--- src/rtl/csr_timer_int_ctrl.sv ---
`default_nettype none
// csr_timer_int_ctrl: stable timer (TCFG/TVAL), ESTAT.IS composition, and a
// registered interrupt request with priority index for the commit stage.
module csr_timer_int_ctrl #(
  parameter int TIMESIZE = 12
) (
  input  logic        aclk,
  input  logic        reset,
  input  logic        csr_we,
  input  logic [13:0] csr_waddr,
  input  logic [31:0] csr_wdata,
  input  logic [12:0] ecfg_lie,
  input  logic        crmd_ie,
  input  logic [7:0]  hwi,
  input  logic        ipi,
  input  logic        int_take,
  output logic [31:0] tcfg_q,
  output logic [31:0] tval_q,
  output logic [12:0] estat_is_q,
  output logic        int_req,
  output logic [3:0]  int_idx
);

  localparam logic [13:0] ADDR_ESTAT = 14'h005;
  localparam logic [13:0] ADDR_TCFG  = 14'h041;
  localparam logic [13:0] ADDR_TICLR = 14'h044;
  localparam logic [TIMESIZE-1:0] TVAL_ONE = TIMESIZE'(1);

  typedef enum logic [1:0] {
    S_IDLE = 2'd0,
    S_REQ  = 2'd1,
    S_HOLD = 2'd2
  } state_t;

  logic [TIMESIZE+1:0] tcfg;
  logic [TIMESIZE-1:0] tval;
  logic [1:0]          sw_is;
  logic                ti;
  logic [7:0]          hwi_meta;
  logic [7:0]          hwi_sync;
  logic                ipi_meta;
  logic                ipi_sync;
  state_t              state;
  state_t              state_nxt;

  logic                tcfg_wr;
  logic                ticlr_wr;
  logic                estat_wr;
  logic [TIMESIZE-1:0] init_val;
  logic                timer_en;
  logic                timer_periodic;
  logic                ti_fire;
  logic [12:0]         masked;
  logic                pending;
  logic                unused_wdata;

  assign tcfg_wr        = csr_we && (csr_waddr == ADDR_TCFG);
  assign ticlr_wr       = csr_we && (csr_waddr == ADDR_TICLR);
  assign estat_wr       = csr_we && (csr_waddr == ADDR_ESTAT);
  assign init_val       = tcfg[TIMESIZE+1:2];
  assign timer_en       = tcfg[0];
  assign timer_periodic = tcfg[1];
  // TI fires only on the 1->0 step, so InitVal=0 and a parked one-shot stay quiet.
  assign ti_fire        = timer_en && (tval == TVAL_ONE);
  assign unused_wdata   = ^csr_wdata[31:TIMESIZE+2];

  always_ff @(posedge aclk) begin
    if (reset) begin
      tcfg  <= '0;
      tval  <= '0;
      ti    <= 1'b0;
      sw_is <= 2'b00;
    end else begin
      if (tcfg_wr) begin
        tcfg <= csr_wdata[TIMESIZE+1:0];
      end
      if (tcfg_wr) begin
        tval <= csr_wdata[TIMESIZE+1:2];
      end else if (timer_en) begin
        if (tval != '0) begin
          tval <= tval - TVAL_ONE;
        end else if (timer_periodic) begin
          tval <= init_val;
        end
      end
      // An expiry in the same cycle as a TICLR write keeps TI set.
      if (ti_fire) begin
        ti <= 1'b1;
      end else if (ticlr_wr && csr_wdata[0]) begin
        ti <= 1'b0;
      end
      if (estat_wr) begin
        sw_is <= csr_wdata[1:0];
      end
    end
  end

  always_ff @(posedge aclk) begin
    if (reset) begin
      hwi_meta <= 8'h00;
      hwi_sync <= 8'h00;
      ipi_meta <= 1'b0;
      ipi_sync <= 1'b0;
    end else begin
      hwi_meta <= hwi;
      hwi_sync <= hwi_meta;
      ipi_meta <= ipi;
      ipi_sync <= ipi_meta;
    end
  end

  assign tcfg_q     = 32'(tcfg);
  assign tval_q     = 32'(tval);
  assign estat_is_q = {ipi_sync, ti, 1'b0, hwi_sync, sw_is};

  assign masked  = estat_is_q & ecfg_lie;
  assign pending = crmd_ie && (|masked);

  always_comb begin
    int_idx = 4'd0;
    for (int i = 0; i < 13; i++) begin
      if (masked[i]) begin
        int_idx = 4'(i);
      end
    end
  end

  always_ff @(posedge aclk) begin
    if (reset) begin
      state <= S_IDLE;
    end else begin
      state <= state_nxt;
    end
  end

  always_comb begin
    state_nxt = state;
    case (state)
      S_IDLE: if (pending) state_nxt = S_REQ;
      S_REQ: begin
        if (int_take) begin
          state_nxt = S_HOLD;
        end else if (!pending) begin
          state_nxt = S_IDLE;
        end
      end
      // The exit edge of HOLD already performs IDLE's evaluation, so the
      // request is low for exactly one cycle when the source is still pending.
      S_HOLD:  state_nxt = pending ? S_REQ : S_IDLE;
      default: state_nxt = S_IDLE;
    endcase
  end

  assign int_req = (state == S_REQ);

endmodule
`default_nettype wire
--- config.mk ---
export PLATFORM = sky130hd
export DESIGN_NAME = csr_timer_int_ctrl
export DESIGN_NICKNAME = d
export VERILOG_FILES = /design/src/rtl/csr_timer_int_ctrl.sv
export SDC_FILE = /design/constraint.sdc
export NUM_CORES = 1
export LEC_CHECK = 0
export BUFFER_PORTS_ARGS = -buffer_cell sky130_fd_sc_hd__buf_2
export CORE_MARGIN = 3
export CORE_UTILIZATION = 43
export CTS_CLUSTER_DIAMETER = 40
export DETAILED_ROUTE_END_ITERATION = 7
export GPL_ROUTABILITY_DRIVEN = 0
export PLACE_DENSITY = 0.78
export SLEW_MARGIN = 30
export SYNTH_ARGS = -nofsm -noshare
export SYNTH_HDL_FRONTEND = slang
export SYNTH_SLANG_ARGS = --single-unit
--- constraint.sdc ---
create_clock -name aclk -period 2.41 [get_ports aclk]
set_input_delay 0.241 -clock aclk [delete_from_list [all_inputs] [get_ports aclk]]
set_output_delay 0.241 -clock aclk [all_outputs]
set_load 0.01 [all_outputs]
==> flow_summary.toml, run 1 <==
[outcome]
outcome = "complete, no violations"

[die]
core_sq_um = 5640
design.die.area_sq_um = 6970
fp.dieW_um = 83.5
io_pins = 155
num_rows = 27
chipHeight_um = 83.5
start_util_pct = 45.7

[global_route]
grt_pass1_wl_um = 10100
antenna_found_initial = 0
grt_overflow = 0
grt_max_degree = 29
grt_usage_pct = 17.0
grt_pass1_vias = 2192

[placed_design]
placed_cell_area_sq_um = 2970
placedCellCount = 471
port_buffers = 96
place_hpwl_um = 4840

[worst_setup_path]
worst-setup-path-type = "reg2reg"
crit_chain = "inv_1 -> ha_1 -> or4b_1 -> or3_4 -> o21ai_2 -> a221oi_1 -> nor3_1"
crit_fanout = 21
end_kind = "register"
cpPeakStageDelay_ns = 0.48
path_buf_inv = 1
crit_arrival_ns = 2.46
crit_path_start_kind = "register"
cp.required_ns = 2.64
cp_slowest_cell = "or3_4"
critical_path.top_delay_family = "simple AND/OR/NAND/NOR gates"

[yosys]
synth-simple-area-share_pct = 21.6
synth.area.mux_share_pct = 1.99
ys_ff_latch = 49
synth_seq_area_share_pct = 38.0
synth_compound_area_share_pct = 18.5
postSynthCellCount = 315
synth_cell_types = 52
synth_fa_ha_area_share_pct = 1.45
synth-xor-area-share_pct = 2.04
synthArstFlopShare_pct = 0
synth_area_sq_um = 2580
synth_top_family_by_area = "simple AND/OR/NAND/NOR gates"
avgSynthCellArea_sq_um = 8.19
yosysWarnings = 0
ys.flop_type = "dfxtp_1"
synth_edf_count = 0

[timing]
slew_viol_final = 0
tns_ns = 0
period_needed_ns = 2.23
finalSetupViolCount = 0
slew_headroom_pct = 64.5
finalHoldViolCount = 0
tightest_slew_ns = 0.532
rsz0062_at_grt = "false"
fin_worst_skew_ns = 0.00418
fmax_ghz = 0.448
period_share_pct = 92.7

[final_layout]
instances_no_fill = 479
fin_area_sq_um = 3070
final_core_util_pct = 54.4
area_delta_synth_final_pct = 18.9
n_fill_cell = 529
fin_nets = 482
diodes = 0
regArea_sq_um = 981
multiInputGateArea_sq_um = 1330
final_layout_size_suffix_gt1_share_pct = 29.0

[detailed_routing]
drc = 0
firstDrtPassIters = 5
routedWlPerCell_um = 13.5
vias = 2412
final_antenna_net_count = 0
drt-initial-drc-count = 161
drt_wl_total_um = 6480
avgViaCountPerCell = 5.04

[clock_network]
ctsResizeCount = 0
htree_num_levels = 2
cts_buffers = 5
clk_latency_ns = 0.30
cts_tree = "built"
clkTransAtPathRegs_ns = 0.10
clock-sinks = 49
cts.path.max_buffers = 2
postCtsSetupRepairBufs = 0
cts-root-buf = "clkbuf_8"
ctsHoldBuffers = 0

[power_and_ir_drop]
p_sw_uw = 382
vdd_drop_max_mv = 0.346
pwr-share-seq_pct = 56.1
power_density_nw_per_um2 = 482
power.clock.fraction_pct = 34.0
combPwrFrac_pct = 9.8
p_int_mw = 1.10
p_leak_nw = 1.44
p_total_mw = 1.48
power_switching_share_pct = 25.9

[worst_hold_path]
hold_path_class = "in2reg"

[run]
cap_viol_max_count = 0
## cells in the final DEF, fill, tap and decap left out, drive strengths merged, types with 4 or more instances in the layout
cell    netlist  routed
nor2         17      17
clkbuf       14       5
or3           4       4
nand2        43      43
a211oi        4       4
or4           4       4
inv           8       9
dfxtp        49      49
xnor2         5       5
mux2i         4       4
nor2b        19      19
nor3          8       8
o21ai         7       7
buf          44     104
nand3         7       7
conb          1      39
a21oi        31      31
## cell families (layout without fill, tap and decap cells)
kind of cell / Yosys count / count (layout)
buffers and inverters: 66 / 120
flip-flops: 49 / 49
multiplexers: 5 / 5
AO/OA/AOI/OAI: 73 / 73
AND/OR/NAND/NOR: 112 / 112
other: 1 / 39
adder cells (fa/ha/maj): 3 / 3
XOR/XNOR: 6 / 6
## synthesized netlist by cell type, types with 2 or more instances
library cell	n	area (sq um)
o31ai_1	3	22.5
a311o_1	3	30.0
buf_6	2	22.5
nor2_1	17	63.8
nand3_1	7	35.0
a311oi_1	2	17.5
a211oi_1	3	22.5
or3_1	3	18.8
dfxtp_1	49	981
ha_1	3	37.5
a22oi_1	3	22.5
o21ai_0	6	30.0
or4_1	4	30.0
a211o_1	2	17.5
nor4_1	2	12.5
xnor2_1	5	43.8
inv_1	8	30.0
o22ai_1	3	18.8
mux2i_1	4	40.0
buf_4	41	308
nor3_1	8	40.0
nand2_1	43	161
a21oi_1	31	155
a31oi_1	2	12.5
a221oi_1	2	17.5
clkbuf_1	13	48.8
nor2b_1	19	119
o21bai_1	3	22.5
## sequential cells by signal (all words and copies together), names as in the netlist
register	count
tcfg	14
tval	12
hwi_meta	8
hwi_sync	8
state	2
sw_is	2
ipi_meta	1
ipi_sync	1
ti	1
## power by group through the flow
stage	clock network (mW)	registers [mW]	logic (mW)
detailed placement	0	0.849	0.143
global route	0.536	0.832	0.159
CTS	0.514	0.830	0.143
global placement	0	0.849	0.139
finish	0.503	0.830	0.145
floorplan	0	0.850	0.119
## cell type report
cell class	instances	share of cell area, %
Inverter	8	0.979
Clock buffer	5	2.24
Multi-Input combinational cell	238	43.4
Clock inverter	3	0.856
Timing Repair Buffer	104	17.6
Tap cell	72	2.94
Sequential cell	49	32.0
## per-stage QoR
stage / worst slack [ns] / hold slack (ns)
after floorplan: 0.355 / 0.369
after global placement: 0.220 / 0.418
after detailed placement: 0.194 / 0.424
after CTS: 0.112 / 0.133
after global routing: 0.0274 / 0.140
final: 0.176 / 0.136
## final timing paths
| check | start | to | slack [ns] | cells past startpoint |
|---|---|---|---|---|
| max | tval[1] | tval[1] | 0.18 | 7 |
| min | hwi[1] | hwi_meta[1] | 0.14 | 2 |
| max reg2reg | tval[1] | tval[1] | 0.18 | 7 |
| min reg2reg | hwi_meta[1] | hwi_sync[1] | 0.45 | 1 |
## layer usage
layer	global-route usage (%)	wire length [um]	up-vias
li1	-	-	1196
met1	21.0	2730	1096
met2	30.0	3220	110
met3	1.97	435	10
met4	6.87	89	0
met5	0	0	-
Power figures use the tool's default switching activity.
==> inputs of run 2 (changes only) <==
- CORE_MARGIN: 3 -> default
- SKIP_CTS_REPAIR_TIMING: default -> 1
==> run 2 against run 1 <==
Clock-buffer cell count unchanged; sequential power about the same; clock power up 5.0%; register-to-register slack better by 0.05 ns; clock skew down 0.00086 ns; die area down 9.4%; utilization about the same; global-route usage up 2.6 points.
==> flow_summary.toml, run 2 (synthesis gave the netlist of run 1 again) <==
[detailed_routing]
drc = 0
final_antenna_net_count = 0
vias = 2444
drt-initial-drc-count = 115
drt_wl_total_um = 6180
routedWlPerCell_um = 12.9
firstDrtPassIters = 4
avgViaCountPerCell = 5.10

[timing]
slew_headroom_pct = 56.1
tightest_slew_ns = 0.659
finalHoldViolCount = 0
whs_ns = 0.135
finalSetupViolCount = 0
rsz0062_at_grt = "false"
period_share_pct = 90.6
slew_viol_final = 0
period_needed_ns = 2.18
timing.final.ws_setup_ns = 0.226
fin_worst_skew_ns = 0.00332
fmax_ghz = 0.458
tns_ns = 0

[worst_setup_path]
worst-setup-path-type = "reg2reg"
crit_arrival_ns = 2.36
cp.required_ns = 2.58
cpPeakStageDelay_ns = 0.48
crit_chain = "inv_1 -> ha_1 -> or4b_1 -> or3_4 -> mux2i_1 -> a221oi_1 -> nor3_1"
r2r_slack_ns = 0.23
cp_slowest_cell = "or4b_1"
end_kind = "register"
crit_fanout = 21
crit_path_start_kind = "register"

[outcome]
outcome = "complete, no violations"

[final_layout]
top_regs = "tcfg: 14 flops, tval: 12 flops"
final_common_cell = "buf_2"
diodes = 0
final_cell_mix = "96 x buf_2, 49 x dfxtp_1, 43 x nand2_1, 39 x conb_1, 31 x a21oi_1"
fin_nets = 482
largest_reg_flops = 14
final_layout_size_suffix_gt1_share_pct = 29.0
area_delta_synth_final_pct = 19.0
top_register = "tcfg"

[power_and_ir_drop]
p_leak_nw = 1.45
vdd_drop_max_mv = 0.475
power_density_nw_per_um2 = 489
p_total_mw = 1.50

[placed_design]
port_buffers = 96
place_hpwl_um = 4580
pre_cts_slack_ns = 0.173

[run]
cap_viol_max_count = 0

[clock_network]
clock-sinks = 49
cts_tree = "built"
clk_latency_ns = 0.31
cts_buffers = 5
cts.path.max_buffers = 2
clkTransAtPathRegs_ns = 0.10
htree_num_levels = 2
cts-root-buf = "clkbuf_8"

[global_route]
grt_pass1_wl_um = 9810
grt_max_degree = 38
met1_usage_pct = 23.8
grt_pass1_vias = 2212
antenna_found_initial = 0
grt_overflow = 0
grtUsageMet2_pct = 33.6
grt_usage_pct = 19.6
met3_usage_pct = 3.66
grt.busiest_layer = "met2"

[worst_hold_path]
hold_path_class = "in2reg"

[die]
num_rows = 27
chipHeight_um = 79.5
core_sq_um = 5640
design.die.area_sq_um = 6310
io_pins = 155
fp.dieW_um = 79.5
start_util_pct = 45.7
## run 2: changes by cell type in the layout (fill, tap and decap cells not counted), sizes merged
cell	before	now
clkinvlp	2	0
inv	9	11
## run 2: area by class of cell
class                           count  area, sq um
Tap cell                           72         90.1
Multi-Input combinational cell    238         1330
Clock inverter                      3         28.8
Fill cell                         547         2570
Timing Repair Buffer              104          541
Inverter                            8         30.0
Clock buffer                        5         68.8
Sequential cell                    49          981
## run 2: power breakdown
group	switching, mW	total (mW)	internal [mW]
Combinational	0.0836	0.143	0.0594
Sequential	0.00595	0.830	0.825
Clock	0.309	0.528	0.220
## run 2: worst paths after layout
| check | from | end | depth (start not counted) |
|---|---|---|---|
| setup / recovery | tval[1] | tval[1] | 7 |
| hold / removal | ipi | ipi_meta | 2 |
| setup reg to reg | tval[1] | tval[1] | 7 |
| hold reg to reg | hwi_meta[4] | hwi_sync[4] | 1 |
## run 2: worst max-delay path, delay by kind of cell, from the launching register on
kind            cells  cell delay, ns
mux                 1            0.16
compound gates      1            0.25
buf+inv             1            0.11
flops               1            0.36
fa+ha+maj           1            0.14
simple gates        3            1.04
## run 2: layer usage
layer / part of all wire, % / wire (um)
met1: 43 / 2650
met2: 50 / 3070
met3: 5.0 / 308
met4: 2.5 / 155
met5: 0 / 0
## run 2: per-stage QoR
stage | utilization [%] | instance area (sq um) | std cells
finish | 54.4 | 3070 | 479
floorplan | - | 2720 | 353
global route | 54.4 | 3070 | 479
detailed placement | 52.6 | 2970 | 471
CTS | 54.4 | 3070 | 479
global placement | 52.6 | 2970 | 471
==> inputs of run 3 (changes only) <==
- GPL_TIMING_DRIVEN: default -> 0
==> run 3 against run 2 <==
Critical path depth unchanged; clock power is 32% higher; worst hold slack improved by 0.0032 ns; power is 15% higher; first-iteration DRC count rose by 33%; worst setup slack got worse by 0.039 ns; sequential power hardly changed; final cell count up 10%; fmax fell by 1.7%; via count increased by 8.6%; critical path type unchanged; largest cell class unchanged.
==> flow_summary.toml, run 3 (synthesis gave the netlist of run 1 again) <==
[die]
design.die.area_sq_um = 6310
chipHeight_um = 79.5
fp.dieW_um = 79.5
num_rows = 27
core_sq_um = 5640
io_pins = 155
start_util_pct = 45.7

[worst_setup_path]
cp-startpoint = "tval[0]"
r2r-start = "tval[0]"
timing.rr.end = "tval[6]"
end_kind = "register"
crit_fanout = 10
r2r_slack_ns = 0.19
r2r_cells = 7
crit_arrival_ns = 2.40
crit_end = "tval[6]"
cp.required_ns = 2.59
crit_path_start_kind = "register"
worst-setup-path-type = "reg2reg"

[final_layout]
instances_no_fill = 528
n_fill_cell = 519
diodes = 0
area_delta_synth_final_pct = 32.8
regArea_sq_um = 981
fin_nets = 531
largest_reg_flops = 14
top_register = "tcfg"
multiInputGateArea_sq_um = 1320
final_layout_size_suffix_gt1_share_pct = 33.3
final_cell_mix = "96 x buf_2, 49 x dfxtp_1, 43 x nand2_1, 41 x buf_4, 39 x conb_1"
top_regs = "tcfg: 14 flops, tval: 12 flops"
final_common_cell = "buf_2"

[timing]
fin_worst_skew_ns = 0.00240
fmax_ghz = 0.450
slew_viol_final = 0
period_share_pct = 92.2
finalHoldViolCount = 0
whs_ns = 0.138
slew_headroom_pct = 43.3
timing.final.ws_setup_ns = 0.188
finalSetupViolCount = 0
period_needed_ns = 2.22
tightest_slew_ns = 0.844
rsz0062_at_grt = "false"

[clock_network]
cts_tree = "built"
clk_latency_ns = 0.30
cts_buffers = 5
clkTransAtPathRegs_ns = 0.09
cts-root-buf = "clkbuf_8"
cts.path.max_buffers = 2
htree_num_levels = 2
clock-sinks = 49

[detailed_routing]
drc = 0
routedWlPerCell_um = 13.0
vias = 2655
final_antenna_net_count = 0
drt-initial-drc-count = 153
drt_wl_total_um = 6850
firstDrtPassIters = 4
avgViaCountPerCell = 5.03

[global_route]
grt_overflow = 0
grt_pass1_wl_um = 10300
antenna_found_initial = 0
grt_pass1_vias = 2306
grt_usage_pct = 21.1
grt_max_degree = 17

[placed_design]
placedCellCount = 520
port_buffers = 95
pre_cts_slack_ns = -0.0409
place_hpwl_um = 5280

[run]
cap_viol_max_count = 0

[power_and_ir_drop]
p_leak_nw = 1.68
p_int_mw = 1.34
power_switching_share_pct = 22.0
vdd_drop_max_mv = 0.468
pwr-share-seq_pct = 48.2
power.clock.fraction_pct = 40.5
combPwrFrac_pct = 11.3
p_sw_uw = 379
power_density_nw_per_um2 = 503

[worst_hold_path]
worstHoldStart = "hwi[3]"
hold_path_class = "in2reg"

[outcome]
outcome = "complete, no violations"
-- run 3: worst min-delay path by stage --
stage | end | slack, ns | cells after the start
6_report | hwi_meta[3] | 0.14 | 2
4_1_cts | hwi_meta[6] | 0.13 | 2
3_5_place_dp | hwi_sync[5] | 0.42 | 1
5_1_grt | hwi_meta[4] | 0.13 | 2
3_3_place_gp | hwi_sync[5] | 0.42 | 1
2_1_floorplan | hwi_meta[0] | 0.37 | 1
-- run 3: per-layer routing --
layer	track usage [%]	share of wire (%)	vias up
li1	-	-	1299
met1	26.4	42	1194
met2	34.5	46	145
met3	3.09	9.0	17
met4	11.3	2.9	0
met5	0	0	-
-- run 3: cell type report --
type,count,share of cell area (%)
Buffer,58,11.4
Inverter,8,0.877
Clock buffer,5,2.01
Multi-Input combinational cell,238,38.6
Sequential cell,49,28.6
Clock inverter,3,2.01
Tap cell,72,2.63
Timing Repair Buffer,95,13.9
-- run 3: per-stage QoR --
| stage | TNS [ns] | area, sq um | util [%] | power [mW] |
|---|---|---|---|---|
| finish | 0 | 3430 | 60.7 | 1.72 |
| global route | 0 | 3430 | 60.7 | 1.78 |
| CTS | 0 | 3430 | 60.7 | 1.73 |
| detailed placement | -0.194 | 3290 | 58.3 | 1.04 |
| global placement | 0 | 3290 | 58.3 | 1.04 |
| floorplan | 0 | 2720 | - | 0.969 |
-- run 3: power groups by stage --
stage	logic (mW)	clock network, mW	registers (mW)
finish	0.194	0.697	0.830
global route	0.213	0.735	0.832
global placement	0.189	0	0.849
floorplan	0.119	0	0.850
detailed placement	0.191	0	0.849
CTS	0.192	0.704	0.830
-- run 3: critical path, stage by stage, from the launching register on --
cell,delay (ns)
dfxtp_1,0.39
inv_1,0.11
ha_1,0.14
or4b_1,0.47
or3_4,0.38
buf_2,0.21
a311oi_1,0.32
nor3_1,0.09
